## config.mk

```make
export PLATFORM = sky130hd
export DESIGN_NAME = register_file_flat
export DESIGN_NICKNAME = d
export VERILOG_FILES = /design/src/rtl/register_file_if.sv /design/src/rtl/register_file.sv /design/src/flat_wrapper.sv
export SDC_FILE = /design/constraint.sdc
export NUM_CORES = 2
export LEC_CHECK = 0
export ABC_AREA = 1
export ABC_CLOCK_PERIOD_IN_PS = 3700
export CAP_MARGIN = 25
export CORE_MARGIN = 5
export CORE_UTILIZATION = 43
export DETAILED_ROUTE_END_ITERATION = 12
export MAX_ROUTING_LAYER = met4
export PLACE_DENSITY_LB_ADDON = 0.2
export SETUP_SLACK_MARGIN = 0.05
export SYNTH_ARGS = -nofsm -noshare
export SYNTH_HDL_FRONTEND = slang
export SYNTH_SLANG_ARGS = --single-unit
```

## constraint.sdc

```tcl
create_clock -name clk -period 3.7 [get_ports clk]
set_input_delay 0.925 -clock clk [delete_from_list [all_inputs] [get_ports clk]]
set_output_delay 0.925 -clock clk [all_outputs]
set_load 0.01 [all_outputs]
```

## src/rtl/register_file_if.sv

```systemverilog
// Register-file access bus: write port plus two combinational read ports.
// The master drives the addresses and write data. The slave (the register file) returns the read data.
interface register_file_if;
    logic        RegWrite;
    logic        UART_write_enable;
    logic [4:0]  rs;
    logic [4:0]  rt;
    logic [4:0]  rw;
    logic [31:0] write_data;
    logic [31:0] op1_sub;
    logic [31:0] op2_sub;

    modport master (
        output RegWrite, UART_write_enable, rs, rt, rw, write_data,
        input  op1_sub, op2_sub
    );

    modport slave (
        input  RegWrite, UART_write_enable, rs, rt, rw, write_data,
        output op1_sub, op2_sub
    );
endinterface

```

## src/rtl/register_file.sv

```systemverilog
// 32x32 register file: entry 0 hardwired to zero, two combinational read ports, one write port.
// Optional macro REGFILE_BYPASS_EN forwards same-cycle write data to matching read ports.
module register_file (
    input  logic            clk,
    input  logic            reset,
    register_file_if.slave  bus
);
    logic [31:0][31:0] mem_q, mem_d;
    logic              wr_en;
    logic              wr_fire;

    assign wr_en   = bus.RegWrite | bus.UART_write_enable;
    // Writes to entry 0 are dropped, so mem_q[0] stays at its reset value of zero.
    assign wr_fire = wr_en & reset & (bus.rw != 5'd0);

    always_comb begin
        mem_d = mem_q;
        if (wr_fire) mem_d[bus.rw] = bus.write_data;
    end

    always_ff @(posedge clk or negedge reset) begin
        if (!reset) mem_q <= '0;
        else        mem_q <= mem_d;
    end

    always_comb begin
        bus.op1_sub = (bus.rs == 5'd0) ? 32'h0 : mem_q[bus.rs];
        bus.op2_sub = (bus.rt == 5'd0) ? 32'h0 : mem_q[bus.rt];
`ifdef REGFILE_BYPASS_EN
        // wr_fire already excludes rw=0 and reset, so address 0 and reset reads remain zero.
        if (wr_fire && (bus.rw == bus.rs)) bus.op1_sub = bus.write_data;
        if (wr_fire && (bus.rw == bus.rt)) bus.op2_sub = bus.write_data;
`endif
    end
endmodule

```

## src/flat_wrapper.sv

```systemverilog
// flat-port wrapper written by rule: the top's interface ports become plain ports
module register_file_flat 
  (clk, reset, bus_RegWrite, bus_UART_write_enable, bus_rs, bus_rt, bus_rw, bus_write_data, bus_op1_sub, bus_op2_sub);
  register_file_if bus_i ();
  input  logic clk;
  input  logic reset;
  input wire logic [$bits(bus_i.RegWrite)-1:0] bus_RegWrite;
  input wire logic [$bits(bus_i.UART_write_enable)-1:0] bus_UART_write_enable;
  input wire logic [$bits(bus_i.rs)-1:0] bus_rs;
  input wire logic [$bits(bus_i.rt)-1:0] bus_rt;
  input wire logic [$bits(bus_i.rw)-1:0] bus_rw;
  input wire logic [$bits(bus_i.write_data)-1:0] bus_write_data;
  output wire logic [$bits(bus_i.op1_sub)-1:0] bus_op1_sub;
  output wire logic [$bits(bus_i.op2_sub)-1:0] bus_op2_sub;
  assign bus_i.RegWrite = bus_RegWrite;
  assign bus_i.UART_write_enable = bus_UART_write_enable;
  assign bus_i.rs = bus_rs;
  assign bus_i.rt = bus_rt;
  assign bus_i.rw = bus_rw;
  assign bus_i.write_data = bus_write_data;
  assign bus_op1_sub = bus_i.op1_sub;
  assign bus_op2_sub = bus_i.op2_sub;
  register_file u_core (.clk(clk), .reset(reset), .bus(bus_i));
endmodule
```

; Word level (Yosys, flattened, before mapping)
; Cells that the tools add are included.
[word_totals]
n_memories = 0
reg_bits = 1024
ramBits = 0
latchBits = 0
rom_bits = 0
wordCells = 52
[op_classes]
n_mux = 9
order_cmp = 4
n_bitwise = 3
eq_ne = 0
reduce_logical = 4
mul = 0
n_div = 0
n_shift = 0
n_addsub = 0
[op_table]
columns = op, n
row1 = 1024-bit bitwise mux, 1
row2 = 32-bit binary-select mux with 5-bit select, 2
row3 = 32-bit demux with 5-bit select, 1
row4 = 32-bit 2-to-1 mux, 5
row5 = 5-bit by 6-bit less-than comparator with 1-bit output (second input constant), 3
row6 = 5-bit zero test, 2
row7 = 5-bit by 1-bit greater-or-equal comparator with 1-bit output (second input constant), 1
row8 = 5-bit nonzero test, 1
row9 = 1-bit bitwise AND, 2
row10 = 1-bit logical AND, 1
row11 = 1-bit bitwise OR, 1

; Logic depth before layout (Yosys ltp)
[logic_depth]
word_depth = 5
depth_mapped = 12

; Least setup slack after synthesis
; No wires, ideal clock.
[synth_timing]
path_kind = input -> output
from = input bus_rt[2]
to = output bus_op2_sub[28]
path_stages = 12
setup_slack_ns = 0.303
t_arrival_ns = 2.472
path_buffers = 3
cell_sequence = clkbuf_1 > nor2_1 > buf_2 > inv_1 > nor2_1 > clkbuf_1 > nand2_1 > nand3_1 > nor2_1 > nand2_1 > nand2_1 > nor2_1
[synth_via]
elab_chain_cells = 3
[synth_lines]
columns = element, line_no
row1 = from (decl), flat_wrapper.sv:10  ; input wire logic [$bits(bus_i.rt)-1:0] bus_rt;
row2 = 32-bit binary-select mux with 5-bit select, register_file.sv:28  ; bus.op2_sub = (bus.rt == 5'd0) ? 32'h0 : mem_q[bus.rt];
row3 = 32-bit 2-to-1 mux (implied by the code), register_file.sv:28
row4 = 32-bit 2-to-1 mux (*), register_file.sv:28
row5 = to (decl), flat_wrapper.sv:14  ; output wire logic [$bits(bus_i.op2_sub)-1:0] bus_op2_sub;
; Mark *: on every way between the ends. The rest lies on a longest branch, timed or not. The select of a mux whose other input is x is not followed.

; Final worst setup path
[layout_timing]
from = input bus_rt[0]
to = output bus_op2_sub[21]
; The elaborated chain is that of the path after synthesis.

==> flow_summary.rst <==
.. list-table::
   :header-rows: 1

   * - Metric
     - Value
   * - Synthesized instance count
     - 8301
   * - Minimum hold slack
     - 0.4003 ns
   * - PortBufs
     - 114
   * - Start-to-end type of the worst setup path
     - primary input to output port
   * - Core ar.
     - 131000 sq um
   * - Number of sinks handled by clock tree synthesis
     - 1024
   * - Kind of cell with the highest combined delay on the critical path
     - buffers and inverters
   * - Period utilization
     - 98.12%
   * - Buffers & Inverters on Critical Path
     - 6
   * - Initial Utilization
     - 43.09%
   * - Clock root cell
     - clkbuf_16
   * - Syn. warnings
     - 0
   * - Share of the yosys chip area belonging to registers
     - 45.40%
   * - Arrival time worst endpoint
     - 2.71 ns
   * - Share of post-route cells with drive strength above 1
     - 10.23%
   * - FILL cells
     - 12590
   * - Leakage power of the design
     - 32.28 nW
   * - Maximum count of clock buffers along a single path
     - 3
   * - Total non-filler cell area in the finished layout
     - 68130 sq um
   * - Power Density
     - 491.3 nW/um^2
   * - Max Slew Vio Count
     - 0
   * - CP Launch Type
     - primary input
   * - Max reg flops
     - 1024
   * - Library cell contributing the largest single delay on the critical path
     - buf_12
   * - Setup repair after global routing missed its margin
     - yes
   * - Total number of vias
     - 59310
   * - Number of distinct standard cells referenced by the synthesized netlist
     - 27
   * - Largest registers in the final layout
     - u_core.mem_q x1024
   * - Antenna violations before repair
     - 5
   * - Die area
     - 138600 sq um
   * - Top Ports
     - 115
   * - Total iterations of the first detailed-routing run
     - 8
   * - Routed vias/inst
     - 5.839
   * - Max stage delay on crit path
     - 0.21 ns
   * - Worst IR Drop VDD
     - 0.4403 mV
   * - Required time reported for the critical path endpoint
     - 2.77 ns
   * - Maximum clock rate
     - 275.5 MHz
   * - Hold violation count in the final report
     - 0
   * - Synthesized net count
     - 8352
   * - CP Cell Sequence
     - buf_12 -> inv_16 -> buf_12 -> buf_12 -> buf_12 -> nor2_1 -> o21ai_0 -> a21oi_1 -> nor2_1 -> nor2_1 -> nor2_2 -> clkbuf_2
   * - Clock transition at the register clock pins on the worst setup and hold paths after CTS
     - 0.06 ns
   * - Total Neg Setup Slack
     - 0 ns
   * - Total cell area at the placement stage
     - 62870 sq um
   * - Average footprint of a synthesized cell
     - 6.799 sq um
   * - Skew-Pair Late Insertion Delay
     - 0.74 ns
   * - TritonCTS Buffers
     - 117
   * - Largest net degree at the start of global routing
     - 160
   * - TritonCTS clock tree
     - built
   * - GR Util All Layers
     - 33.76%
   * - Routed wire length
     - 234600 um
   * - NumNets Final
     - 8351
   * - Minimum period implied by the final worst setup slack
     - 3.630 ns
   * - Maximum level of the CTS H-tree
     - 3
   * - Total number of placement rows
     - 133
   * - Violation count after the first detailed-routing iteration
     - 8773
   * - Cell area after technology mapping
     - 56440 sq um
   * - Prevailing post-synth register cell
     - dfrtp_1
   * - Largest Register
     - u_core.mem_q
   * - Area grow syn2layout
     - 20.72%
   * - Congestion Overflow GR
     - 0
   * - Worst slew pin tran
     - 1.049 ns
   * - Cell type with the highest occurrence count on the critical path
     - buf_12
   * - Highest fanout seen on the critical path
     - 30
   * - Max-capacitance violation count
     - 0
   * - Share of flip-flops with an asynchronous set or reset
     - 100.0%
   * - DP Wirelength
     - 137000 um
   * - Final weighted congestion of routability-driven global placement
     - 0.9054
   * - Die Span X
     - 372.3 um
   * - Status
     - completed
   * - Routed len/inst
     - 23.10 um
   * - Number of setup violations in the final report
     - 0
   * - Die H
     - 372.3 um
   * - Wire length of the first global-routing pass
     - 346900 um
   * - Number of design rule violations left after detail routing
     - 0
   * - Antenna viol nets, final
     - 0
   * - Leading cell types in the layout, fill and taps excluded
     - nand2_1 (3090), o21ai_0 (1374), dfrtp_1 (1024)
   * - Commonest non-fill, non-tap cell in the layout
     - nand2_1
   * - Number of enable flip-flop cells after synthesis
     - 0
   * - Worst min-delay path class
     - flop to flop
   * - Nature of the critical path endpoint
     - output port
   * - Worst clock skew
     - 0 ns
   * - Seq cells post-synth
     - 1024
   * - Worst-case headroom to the max-slew limit
     - 30.10%
   * - Vias in the first global route
     - 53780
## synthesized netlist by cell type, types with 2 or more instances
| master | count | area share, % |
|---|---|---|
| nand2_1 | 3092 | 21 |
| nand4_1 | 8 | 0.089 |
| nor3_1 | 8 | 0.071 |
| buf_1 | 58 | 0.39 |
| nor2_1 | 707 | 4.7 |
| inv_1 | 152 | 1.0 |
| nand3_2 | 4 | 0.071 |
| inv_2 | 5 | 0.033 |
| o22ai_1 | 13 | 0.14 |
| or2_2 | 7 | 0.078 |
| clkinv_1 | 2 | 0.013 |
| a21oi_1 | 156 | 1.4 |
| buf_4 | 2 | 0.027 |
| nand4_2 | 8 | 0.18 |
| dfrtp_1 | 1024 | 45 |
| nand2_4 | 8 | 0.16 |
| o211ai_1 | 16 | 0.21 |
| buf_2 | 29 | 0.26 |
| clkbuf_1 | 656 | 4.4 |
| o21ai_0 | 1375 | 12 |
| nand3_1 | 940 | 8.3 |
| and3_1 | 7 | 0.078 |
| o21ai_1 | 20 | 0.18 |
## through the flow
step                      worst slack, ns  instances  power [mW]  utilization [%]
final                             0.06959      10160       33.47            52.02
after global placement            -0.3812       9881       20.66            48.00
after detailed placement          -0.3764       9881       20.85            48.00
after floorplan                    0.3030       8301       18.23                -
after CTS                         -0.1296      10130       33.37            51.72
after global routing              0.02860      10160       35.07            52.02
## worst register-to-register path: cells and delay by family, from the launching register on
family / cells / cell delay, ns
and+or+nand+nor: 1 / 0.07
AOI/OAI and AO/OA: 1 / 0.11
DFF: 1 / 0.41
## area by class of cell
type	instances	area, sq um	area share (%)
inverter	159	674.4	0.9898
sequential	1024	25620	37.61
clock inverter	50	644.4	0.9457
multi-input combinational	6373	27690	40.64
clock buffer	169	3456	5.072
timing repair buffer	625	7850	11.52
tap	1755	2196	3.223
antenna	1	2.502	0.003673
## worst paths after layout
kind,slack (ns),startpoint,end,cells after the start
max,0.07,bus_rt[0],bus_op2_sub[21],12
min,0.40,u_core.mem_q[28],u_core.mem_q[28],0
max reg2reg,2.94,u_core.mem_q[417],u_core.mem_q[417],2
min reg2reg,0.40,u_core.mem_q[28],u_core.mem_q[28],0
max in group asynchronous,1.11,reset,u_core.mem_q[443],4
min in group asynchronous,0.59,reset,u_core.mem_q[6],2
## cells by family (layout without fill, tap and decap cells)
logic type	after synthesis	count (layout)	synth area share, %
AOI/OAI and AO/OA	1581	1581	14.12
buffers and inverters	904	1003	6.090
DFF	1024	1024	45.40
other	0	1	0
and+or+nand+nor	4792	4792	34.38
## repair_timing
action                                  4_1_cts  5_1_grt
pin swaps                                     2       10
cloned                                       11        9
hold endpoints to repair                      5        0
endpoints found under the setup margin       64       45
resized for setup                           153      118
buffers inserted                             22       12
hold buffers                                  1        0
## where the power goes
part           switching (mW)  internal [mW]  leakage, nW
combinational            3.89           2.56         16.8
sequential               1.49           13.0         13.5
clock                    5.07           7.43         2.03
## routing by layer
layer	share of wire (%)	vias to the layer above	wire length [um]	GRT usage [%]
li1	-	26900	-	-
met3	11	567	26430	5.712
met4	4.0	0	9352	12.96
met1	41	28260	97110	47.09
met2	43	3583	101800	49.33
met5	0	-	0	-
Note: power is estimated with default switching activity, not from simulation.
